**src/rtl/idc_sequencer.sv**
```systemverilog
// ---------------------------------------------------------------------------
// idc_sequencer
//
// Purpose:
//   Accepts a 16-bit command word through a valid/ready handshake. It then
//   issues a train of step pulses on IDC_control to an IDC register bank.
//   Word layout: [15:12] opcode, [11:8] register select, [7:0] repeat count.
//   Opcodes 1/2/3 map to increment (01), decrement (10) and clear (11).
//   Only register selects 9..12 are legal. An illegal word is accepted and
//   then rejected with a one-cycle error pulse. It never reaches the bank.
//
// Parameters:
//   GAP_CYCLES      idle (00) cycles inserted between successive step
//                   pulses of one instruction, 0..3
//
// Ports:
//   clock           single clock, all state changes on its rising edge
//   reset_n         synchronous active-low reset
//   instr_valid     upstream offers instruction_in this cycle
//   instr_ready     block can accept a word this cycle (IDLE only)
//   instruction_in  offered command word
//   IDC_control     registered bank command: 00 hold, 01 inc, 10 dec, 11 clr
//   instruction     registered copy of the accepted word, for bank decode
//   busy            high whenever the sequencer is not IDLE
//   done            one-cycle pulse when a legal instruction completes
//   error           one-cycle pulse when an illegal instruction is rejected
// ---------------------------------------------------------------------------
module idc_sequencer #(
  parameter int GAP_CYCLES = 0
) (
  input  logic        clock,
  input  logic        reset_n,
  input  logic        instr_valid,
  output logic        instr_ready,
  input  logic [15:0] instruction_in,
  output logic [1:0]  IDC_control,
  output logic [15:0] instruction,
  output logic        busy,
  output logic        done,
  output logic        error
);

  typedef enum logic [1:0] {
    IDLE   = 2'd0,
    ISSUE  = 2'd1,
    GAP    = 2'd2,
    FINISH = 2'd3
  } state_t;

  // The gap counter counts down to zero, so its load value is one less
  // than the gap length. With no gap the GAP state is never entered.
  localparam int         GAP_LOAD_INT = (GAP_CYCLES > 0) ? (GAP_CYCLES - 1) : 0;
  localparam logic [1:0] GAP_LOAD     = GAP_LOAD_INT[1:0];

  state_t      state_q;
  logic [1:0]  code_q;
  logic [7:0]  remaining_q;
  logic [1:0]  gap_cnt_q;
  logic [1:0]  idc_q;
  logic [15:0] instr_q;
  logic        ready_q;
  logic        busy_q;
  logic        done_q;
  logic        error_q;

  // Decode of the offered word. It is only used on the accepting edge.
  logic [1:0]  dec_code;
  logic        dec_reg_ok;
  logic        dec_legal;
  logic [7:0]  dec_count;

  always_comb begin
    dec_code   = 2'b00;
    dec_reg_ok = 1'b0;
    dec_count  = 8'd1;

    case (instruction_in[15:12])
      4'h1:    dec_code = 2'b01;
      4'h2:    dec_code = 2'b10;
      4'h3:    dec_code = 2'b11;
      default: dec_code = 2'b00;
    endcase

    case (instruction_in[11:8])
      4'h9, 4'hA, 4'hB, 4'hC: dec_reg_ok = 1'b1;
      default:                dec_reg_ok = 1'b0;
    endcase

    // A zero code marks an illegal opcode.
    dec_legal = (dec_code != 2'b00) && dec_reg_ok;

    // Clear always issues exactly one step. A zero repeat count means one
    // step, so the remaining counter never starts at zero.
    if (dec_code == 2'b11) begin
      dec_count = 8'd1;
    end else if (instruction_in[7:0] == 8'd0) begin
      dec_count = 8'd1;
    end else begin
      dec_count = instruction_in[7:0];
    end
  end

  // Sequencer FSM. Every output is a register, so IDC_control changes
  // exactly on the clock edge after the decision that selects it.
  always_ff @(posedge clock) begin
    if (!reset_n) begin
      state_q     <= IDLE;
      code_q      <= 2'b00;
      remaining_q <= 8'd0;
      gap_cnt_q   <= 2'd0;
      idc_q       <= 2'b00;
      instr_q     <= 16'h0000;
      ready_q     <= 1'b1;
      busy_q      <= 1'b0;
      done_q      <= 1'b0;
      error_q     <= 1'b0;
    end else begin
      // done and error are single-cycle pulses.
      done_q  <= 1'b0;
      error_q <= 1'b0;

      case (state_q)
        IDLE: begin
          idc_q <= 2'b00;
          if (instr_valid && ready_q) begin
            instr_q <= instruction_in;
            ready_q <= 1'b0;
            busy_q  <= 1'b1;
            if (dec_legal) begin
              state_q     <= ISSUE;
              code_q      <= dec_code;
              remaining_q <= dec_count;
              idc_q       <= dec_code;
            end else begin
              // Rejected words skip straight to FINISH. They never touch
              // the bank.
              state_q <= FINISH;
              code_q  <= 2'b00;
              error_q <= 1'b1;
            end
          end
        end

        ISSUE: begin
          if (remaining_q > 8'd1) begin
            remaining_q <= remaining_q - 8'd1;
            if (GAP_CYCLES > 0) begin
              state_q   <= GAP;
              gap_cnt_q <= GAP_LOAD;
              idc_q     <= 2'b00;
            end else begin
              // Back-to-back steps: hold the code for another cycle.
              idc_q <= code_q;
            end
          end else begin
            // The last step was this cycle. The counter stays at 1 and
            // does not wrap.
            state_q <= FINISH;
            idc_q   <= 2'b00;
            done_q  <= 1'b1;
          end
        end

        GAP: begin
          idc_q <= 2'b00;
          if (gap_cnt_q == 2'd0) begin
            state_q <= ISSUE;
            idc_q   <= code_q;
          end else begin
            gap_cnt_q <= gap_cnt_q - 2'd1;
          end
        end

        FINISH: begin
          state_q <= IDLE;
          idc_q   <= 2'b00;
          ready_q <= 1'b1;
          busy_q  <= 1'b0;
        end

        default: begin
          state_q <= IDLE;
          idc_q   <= 2'b00;
          ready_q <= 1'b1;
          busy_q  <= 1'b0;
        end
      endcase
    end
  end

  assign instr_ready = ready_q;
  assign IDC_control = idc_q;
  assign instruction = instr_q;
  assign busy        = busy_q;
  assign done        = done_q;
  assign error       = error_q;

endmodule

```
**config.mk**
```make
export PLATFORM = sky130hd
export DESIGN_NAME = idc_sequencer
export DESIGN_NICKNAME = d
export VERILOG_FILES = /design/src/rtl/idc_sequencer.sv
export SDC_FILE = /design/constraint.sdc
export NUM_CORES = 1
export LEC_CHECK = 0
export ABC_AREA = 1
export BUFFER_PORTS_ARGS = -buffer_cell sky130_fd_sc_hd__buf_2
export CORE_MARGIN = 5
export CORE_UTILIZATION = 57
export CTS_CLUSTER_DIAMETER = 50
export DETAILED_ROUTE_END_ITERATION = 12
export PLACE_DENSITY = 0.84
export SLEW_MARGIN = 30
export SYNTH_ARGS = -nofsm -noshare
export SYNTH_HDL_FRONTEND = slang
export SYNTH_SLANG_ARGS = --single-unit
```
**constraint.sdc**
```tcl
create_clock -name clock -period 2.45 [get_ports clock]
set_input_delay 0.49 -clock clock [delete_from_list [all_inputs] [get_ports clock]]
set_output_delay 0.49 -clock clock [all_outputs]
set_load 0.1 [all_outputs]
```
==> summary.md <==
| Metric | Value |
|---|---|
| Yosys top cell by area | `dfxtp_1` |
| Max-slew headroom | `between 60% and 70%` |
| Setup repair bufs after CTS | `0` |
| Drt total wl | `4.03 mm` |
| CP peak stage delay | `460 ps` |
| Count leader, synth | `nand2_1` |
| Die Y | `66.2 µm` |
| WS Path Type | `reg -> out` |
| WP data required | `about 2000 ps` |
| Synth Instances | `254` |
| Nets | `around 320` |
| Post-synthesis sequential area ratio | `between 40 and 50%` |
| Lkg Pwr | `around 1.1 nW` |
| Syn Area/Cell | `slightly above 7 µm²` |
| Fin. Hold Viols | `0` |
| CP endpoint kind | `output port` |
| Overall Global Routing Usage | `21.3%` |
| Row count | `20` |
| Synth cell count leaders | `55 x nand2_1, 36 x dfxtp_1, 33 x nor2_1` |
| Setup TNS | `0 ps` |
| Fraction of registers with async set/reset | `0%` |
| Register bit count reported by yosys | `36` |
| Die area | `0.00438 mm²` |
| Final Skew | `12.5 ps` |
| CP Launch Type | `flop` |
| CP cell instances | `buf_2` |
| Status | `complete, no violations` |
| Tmin final | `roughly 1700 ps` |
| CP bufs+invs | `1` |
| DR DRC count | `0` |
| Synth Net Count | `276` |
| Worst Path Arrival | `1230 ps` |
| Hold Path Class | `in -> reg` |
| Starting Density | `59.4%` |
| Hold_buf cts | `0` |
| Finished Layout Cells | `338` |
| Crit-path slowest cell | `buf_2` |
| Power Dens Cells | `1290 mW/mm²` |
| N_diodes | `0` |
| RSZ-0062 raised after global routing | `no` |
| Top_reg_cell synth | `dfxtp_1` |
| Fmax | `a little under 600 MHz` |
| CTS Sinks | `36` |
| Port bufs | `40` |
| Largest net degree at the start of global routing | `26` |
| Root buffer cell | `clkbuf_4` |
| CP max FO | `4` |
| First-pass GRT wire length | `7.31 mm` |
| I/O pin cnt | `41` |
| Clock Latency Late Sink | `340 ps` |
| Worst VDD drop | `938 µV` |
| Share of cells above drive strength 1 | `23.5%` |
| CTS tree | `yes` |
| Vias per inst | `approximately 5.1` |
| Worst-path clk slew | `110 ps` |
| H-tree depth | `2` |
| Post-synth EDFFs | `0` |
| Post-DP HPWL | `3.09 mm` |
| Final setup fails | `0` |
| Vias in the first global route | `~1700` |
| Final ANT Viol Nets | `0` |
| Crit path max-delay family | `buffers and inverters` |
| Max Buffers Root-to-Sink | `2` |
| Cts repair resizes | `0` |
| Core area | `around 0.003 mm²` |
| Post-Synthesis Cell Area | `0.00180 mm²` |
| Drt first pass iters | `4` |
| Area share of the leading cell type in the synthesized netlist | `40.1%` |
| Fin. max-slew vios | `0` |
| Initial antenna violation count | `0` |
| Post-Place Cells | `331` |
| Synth top area cells | `dfxtp_1 40%, nand2_1 11%, nor2_1 6.9%` |
| Avg WL per Cell | `11.9 µm` |
| Global route overflow | `0` |
| GP Congestion | `a little over 0.9` |
| Worst-Margin Slew | `491 ps` |
| Number of distinct library cells after synthesis | `29` |
| Max Cap Viol | `0` |
| Final period utilization | `70.3%` |
| Ys Warns | `0` |
| P&R area growth vs syn | `14.1%` |
| Chip width | `around 66 µm` |
| Num CTS Buffers | `5` |
| Iter 0 DRT Violations | `123` |
| Vias | `1739` |
-- registers in the layout, indices dropped and copies added, names as in the netlist --
name         count
error            1
busy             1
done             1
instruction     16
IDC_control      2
code_q           2
state_q          2
gap_cnt_q        2
remaining_q      8
instr_ready      1
-- where the power goes --
group | internal, mW | total, mW | switching (mW)
clock | 0.106 | 0.296 | 0.191
combinational | 0.369 | 1.54 | 1.17
sequential | 0.714 | 0.813 | 0.0986
total | 1.19 | 2.65 | 1.46
-- stage by stage --
stage / utilization, % / worst slack [ps] / power [mW] / hold slack (ps) / cell area (µm²)
detailed placement: 66.2 / 845 / 2.37 / 463 / 2010
CTS: 67.8 / 718 / 2.66 / 400 / 2050
floorplan: - / 699 / 2.14 / 445 / 1800
global placement: 66.2 / 855 / 2.34 / 454 / 2010
global route: 67.8 / 662 / 2.85 / 406 / 2050
finish: 67.8 / 729 / 2.65 / 410 / 2050
-- cell families after synthesis --
logic type / Yosys count / share of synthesized area (%)
compound gates: 43 / 12.7
fa+ha+maj: 3 / 2.09
buf+inv: 37 / 9.39
flops: 36 / 40.1
simple gates: 135 / 35.7
-- layout make-up --
type | count | area (µm²)
Clock buffer | 6 | 41.3
Clock inverter | 1 | 5.00
Fill cell | 274 | 976
Inverter | 30 | 121
Multi-Input combinational cell | 181 | 908
Sequential cell | 36 | 721
Tap cell | 44 | 55.1
Timing Repair Buffer | 40 | 200
-- routing by layer --
metal	wire (µm)	global-route usage (%)	up-vias
met4	53	6.35	0
met2	1930	36.4	36
met3	200	5.44	7
li1	-	-	893
met5	0	0	-
met1	1850	25.9	803
-- path summary, 6_finish.rpt --
check / start / to / slack (ps) / cells past startpoint
setup / recovery: instr_ready / instr_ready / 730 / 1
hold / removal: instruction_in[11] / instruction[11] / 410 / 3
setup reg to reg: remaining_q[0] / remaining_q[0] / 830 / 12
hold reg to reg: busy / busy / 480 / 2
-- cells in the final DEF, fill, tap and decap left out, types with 5 or more instances in the layout --
cell      Yosys  final
buf_2         1     40
nand2_2       6      6
dfxtp_1      36     36
inv_1        26     26
clkbuf_4      0      5
nand2_1      55     55
o21ai_0      20     20
nor2_1       33     33
nand3_1      23     23
a21oi_1      17     17
nand4_1       5      5
No activity file was read; power rests on OpenSTA's default activity.
